===== src/rtl/jt51_slot_pkg.sv =====
// jt51_slot_pkg: shared ring geometry and reader FSM state encoding.
//   SLOTS/SW  default ring size and slot index width
//   ST_*      reader states IDLE -> WAIT -> HOLD
package jt51_slot_pkg;
    localparam int SLOTS = 32;
    localparam int SW    = $clog2(SLOTS);
    localparam logic [1:0] ST_IDLE = 2'd0;
    localparam logic [1:0] ST_WAIT = 2'd1;
    localparam logic [1:0] ST_HOLD = 2'd2;
endpackage


===== src/rtl/jt51_slot_cnt.sv =====
// jt51_slot_cnt: tracks which ring slot the stream carries.
//   rst, clk  async active-high reset, clock
//   cen       one slot advances per enabled cycle
//   zero      ring marker, forces the current slot to 0
//   cur_slot  slot carried by the stream this cycle
//   synced    a zero marker has been seen since reset
module jt51_slot_cnt
    import jt51_slot_pkg::*;
#(
    parameter int slots = SLOTS,
    parameter int sw    = $clog2(slots)
) (
    input  logic          rst,
    input  logic          clk,
    input  logic          cen,
    input  logic          zero,
    output logic [sw-1:0] cur_slot,
    output logic          synced
);
    logic [sw-1:0] slot_cnt;

    // a marker at an unexpected slot simply wins over the prediction
    assign cur_slot = zero ? '0 : slot_cnt;

    always_ff @(posedge clk or posedge rst)
        if (rst) begin
            slot_cnt <= '0;
            synced   <= 1'b0;
        end else if (cen) begin
            slot_cnt <= cur_slot + 1'b1;
            synced   <= synced | zero;
        end
endmodule


===== src/rtl/jt51_slot_reader.sv =====
// jt51_slot_reader: captures one chosen slot of the ring stream for the host.
//   rst, clk, cen   async active-high reset, clock, slot enable
//   zero, din       ring marker and current slot value from the delay line
//   req, req_slot   host request and slot to read; req_ready when idle
//   rd_valid, rd_data, rd_ack   captured value handshake
//   JT51_SLOT_READER_WRITE_EN adds wr_en, wr_data (latched with req) and dout,
//   which replaces din with wr_data during the capture cycle of a write request.
module jt51_slot_reader
    import jt51_slot_pkg::*;
#(
    parameter int width = 10,
    parameter int slots = SLOTS,
    parameter int sw    = $clog2(slots)
) (
    input  logic             rst,
    input  logic             clk,
    input  logic             cen,
    input  logic             zero,
    input  logic [width-1:0] din,
    input  logic             req,
    input  logic [sw-1:0]    req_slot,
    output logic             req_ready,
    output logic             rd_valid,
    output logic [width-1:0] rd_data,
`ifdef JT51_SLOT_READER_WRITE_EN
    input  logic             wr_en,
    input  logic [width-1:0] wr_data,
    output logic [width-1:0] dout,
`endif
    input  logic             rd_ack
);
    logic [1:0]    state;
    logic [sw-1:0] target;
    logic [sw-1:0] cur_slot;
    logic          synced;
    logic          cap;

    jt51_slot_cnt #(.slots(slots), .sw(sw)) u_cnt (
        .rst     (rst),
        .clk     (clk),
        .cen     (cen),
        .zero    (zero),
        .cur_slot(cur_slot),
        .synced  (synced)
    );

    // WAIT is only entered after acceptance, so the acceptance cycle never captures
    assign cap       = state == ST_WAIT && cen && (synced || zero) && cur_slot == target;
    assign req_ready = state == ST_IDLE;
    assign rd_valid  = state == ST_HOLD;

    always_ff @(posedge clk or posedge rst)
        if (rst) begin
            state   <= ST_IDLE;
            target  <= '0;
            rd_data <= '0;
        end else begin
            if (state == ST_IDLE && req) begin
                state  <= ST_WAIT;
                target <= req_slot;
            end
            if (cap) begin
                state   <= ST_HOLD;
                rd_data <= din;
            end
            if (state == ST_HOLD && rd_ack)
                state <= ST_IDLE;
        end

`ifdef JT51_SLOT_READER_WRITE_EN
    logic             wr_q;
    logic [width-1:0] wr_data_q;

    always_ff @(posedge clk or posedge rst)
        if (rst) begin
            wr_q      <= 1'b0;
            wr_data_q <= '0;
        end else if (state == ST_IDLE && req) begin
            wr_q      <= wr_en;
            wr_data_q <= wr_data;
        end

    assign dout = cap && wr_q ? wr_data_q : din;
`endif
endmodule


===== config.mk =====
export PLATFORM = sky130hd
export DESIGN_NAME = jt51_slot_reader
export DESIGN_NICKNAME = d
export VERILOG_FILES = /design/src/rtl/jt51_slot_pkg.sv /design/src/rtl/jt51_slot_cnt.sv /design/src/rtl/jt51_slot_reader.sv
export SDC_FILE = /design/constraint.sdc
export NUM_CORES = 1
export LEC_CHECK = 0
export ABC_CLOCK_PERIOD_IN_PS = 1610
export CAP_MARGIN = 15
export CORE_MARGIN = 2
export CORE_UTILIZATION = 41
export DETAILED_ROUTE_END_ITERATION = 10
export PLACE_DENSITY = 0.74
export SYNTH_ARGS = -nofsm -noshare
export SYNTH_HDL_FRONTEND = slang
export SYNTH_SLANG_ARGS = --single-unit

===== constraint.sdc =====
create_clock -name clk -period 1.61 [get_ports clk]
set_input_delay 0.322 -clock clk [delete_from_list [all_inputs] [get_ports clk]]
set_output_delay 0.322 -clock clk [all_outputs]
set_load 0.02 [all_outputs]

==> flow_metrics.env <==
export IMPL_outcome="finished, violations left"
export IMPL_failed_checks="negative setup slack"
export IMPL_routed_via_density=5.36
export IMPL_layout_commonest_cell="dfrtp_1"
export IMPL_power_leakage_uw=0.000713
export IMPL_core_um2=2500
export IMPL_peakVddDrop_mv=0.820
export IMPL_nets=158
export IMPL_clk_latency_ns=0.31
export IMPL_synth_compound_area_share_pct=10.4
export IMPL_powerDensity_nw_per_um2=1400
export IMPL_cp_start_kind="register"
export IMPL_grt_pass1_wl_um=4350
export IMPL_grt_max_degree=24
export IMPL_final_hold_viol_count=0
export IMPL_drc_errors=0
export IMPL_drtAntennaViolNets=0
export IMPL_cts_tree="done"
export IMPL_wl_per_cell_um=14.9
export IMPL_tightest_slew_ns=0.290
export IMPL_num_io_pins=33
export IMPL_dr_total_vias=884
export IMPL_gp_congestion=0.892
export IMPL_ys_ff_latch=23
export IMPL_muxShareOfSynthArea_pct=20.0
export IMPL_cts_sinks=23
export IMPL_crit_type="reg -> reg"
export IMPL_relSlewSlack_pct=80.7
export IMPL_max_cap_viol_count=0
export IMPL_fin_util_pct=62.3
export IMPL_synth_top_family_by_area="multiplexers"
export IMPL_setup_violations=10
export IMPL_antenna_found_initial=0
export IMPL_clk_pin_slew_ns=0.12
export IMPL_syn_nets=111
export IMPL_cp_end_kind="register"
export IMPL_dieArea_um2=3110
export IMPL_skew_ns=0.00170
export IMPL_max_freq_ghz=0.607
export IMPL_synth_seq_area_share_pct=52.4
export IMPL_critPathArrivalTime_ns=1.86
export IMPL_report_final_slew_viol_count=0
export IMPL_cts_setup_buffers=0
export IMPL_clockBufferDepth=2
export IMPL_diodes=0
export IMPL_synthesis_area_um2=1100
export IMPL_setup_ws_ns=-0.0382
export IMPL_hold_path_class="in -> async"
export IMPL_first_pass_iters=4
export IMPL_min_period_over_period_pct=102
export IMPL_critPathMaxFanout=6
export IMPL_synth_xor_area_share_pct=2.39
export IMPL_period_minus_slack_ns=1.65
export IMPL_numCtsBuffers=3
export IMPL_fillers=207
export IMPL_port_buffers=32
export IMPL_avgSynthCellArea_um2=12.3
export IMPL_h_tree_depth=1
export IMPL_die_height_um=55.8
export IMPL_synth_cell_types=26
export IMPL_rows=18
export IMPL_layout_common_cells="dfrtp_1, clkdlybuf4s50_1, buf_4"
export IMPL_die_w_um=55.8
export IMPL_area_delta_synth_final_pct=41.7
export IMPL_rsz0062_at_grt="yes"
export IMPL_syn_inst=89
export IMPL_start_util_pct=43.9
export IMPL_synth_simple_area_share_pct=10.7
export IMPL_drive_above_1_share_pct=28.1
export IMPL_place_detailed_hpwl_um=1820
export IMPL_place_ws_ns=-0.471
export IMPL_drt_total_wl_um=2460
export IMPL_grt_overflow=0
export IMPL_cts_root_buf="clkbuf_4"
export IMPL_yosys_warnings=0
export IMPL_grt_util_all_layers_pct=17.8
export IMPL_required_ns=1.82
export IMPL_synth_adder_area_share_pct=1.14
export IMPL_first_iter_violations=20
export IMPL_grt_pass1_vias=907
-- kinds of logic (layout without fill, tap and decap cells) --
| logic type | count (synthesis) | after routing |
|---|---|---|
| simple gates | 20 | 21 |
| mux | 17 | 17 |
| flops | 23 | 23 |
| fa+ha+maj | 1 | 1 |
| xor+xnor | 3 | 3 |
| buf+inv | 6 | 51 |
| compound gates | 19 | 19 |
-- final cells by class --
cell class | instances | area, um^2 | share of cell area [%]
flip-flops and latches | 23 | 577 | 37.1
multi-input cells | 61 | 518 | 33.3
repair buffers | 44 | 387 | 24.8
well taps | 30 | 37.5 | 2.41
clock buffers | 4 | 26.3 | 1.69
inverters | 3 | 11.3 | 0.723
-- state kept, by name, summed over array words and instances (netlist names) --
register and flops:
rd_data 10, state 2, target 5, u_cnt.slot_cnt 5
u_cnt.synced 1
-- per-layer routing --
layer | GRT usage [%] | vias up | part of all wire (%)
met5 | 0 | - | 0
met4 | 8.36 | 0 | 2.7
met3 | 4.19 | 6 | 3.3
met2 | 30.3 | 22 | 52
met1 | 21.1 | 444 | 42
li1 | - | 412 | -
-- Yosys cell counts (all sizes together) --
library cell / count / area [um^2]
a21o: 1 / 7.51
a21oi: 4 / 20.0
a2bb2oi: 1 / 8.76
a31oi: 4 / 25.0
and3: 1 / 11.3
and4bb: 2 / 25.0
buf: 3 / 21.3
dfrtp: 23 / 576
ha: 1 / 12.5
inv: 3 / 11.3
mux2: 16 / 210
mux2i: 1 / 10.0
nand2: 1 / 3.75
nand2b: 2 / 12.5
nand3: 2 / 10.0
nor2: 8 / 30.0
nor2b: 2 / 12.5
nor3: 1 / 5.00
nor3b: 1 / 7.51
o211ai: 1 / 7.51
o21ai: 6 / 30.0
o31ai: 2 / 15.0
xnor2: 3 / 26.3
-- worst paths after layout --
kind                                                from                            end  slack [ns]  depth (start not counted)
worst min-delay path                                 rst         rd_data[3]$_DFFE_PP0P_        0.33                          3
max in group asynchronous                            rst  u_cnt.slot_cnt[4]$_DFFE_PP0P_        1.04                          3
worst max-delay path               target[0]$_DFFE_PP0P_         rd_data[1]$_DFFE_PP0P_       -0.04                          5
worst max register to register     target[0]$_DFFE_PP0P_         rd_data[1]$_DFFE_PP0P_       -0.04                          5
min in group clk                                    zero       u_cnt.synced$_DFFE_PP0P_        0.46                          2
worst min register to register  u_cnt.synced$_DFFE_PP0P_       u_cnt.synced$_DFFE_PP0P_        0.48                          1
-- report_power, final --
group | switching [uW] | internal, uW | leakage [uW]
clock | 171 | 96.9 | 0.0000150
combinational | 436 | 539 | 0.000418
sequential | 147 | 783 | 0.000280
total | 754 | 1420 | 0.000713
-- through the flow --
stage	power [uW]	instance area [um^2]	instances	hold slack, ns	TNS, ns
final	2170	1560	165	0.333	-0.274
after global routing	2310	1560	165	0.400	-0.712
after CTS	2190	1560	165	0.335	-0.378
after detailed placement	1960	1530	160	0.447	-6.23
after global placement	1920	1530	160	0.443	-5.10
after floorplan	1500	1100	89	0.324	0
-- what timing repair did --
item                                    in CTS  in global routing
gates cloned                                 1                  0
gates resized for setup                     18                  5
endpoints found under the setup margin      23                 13
pin swaps                                    6                  3
hold buffers                                 0                  0
-- worst max-delay path: stages, from the launching register on --
cell,delay (ns)
dfrtp_1,0.45
and4bb_1,0.23
a31oi_1,0.23
o21ai_2,0.10
and3_4,0.24
mux2_4,0.30
Note: power is estimated with default switching activity, not from simulation.
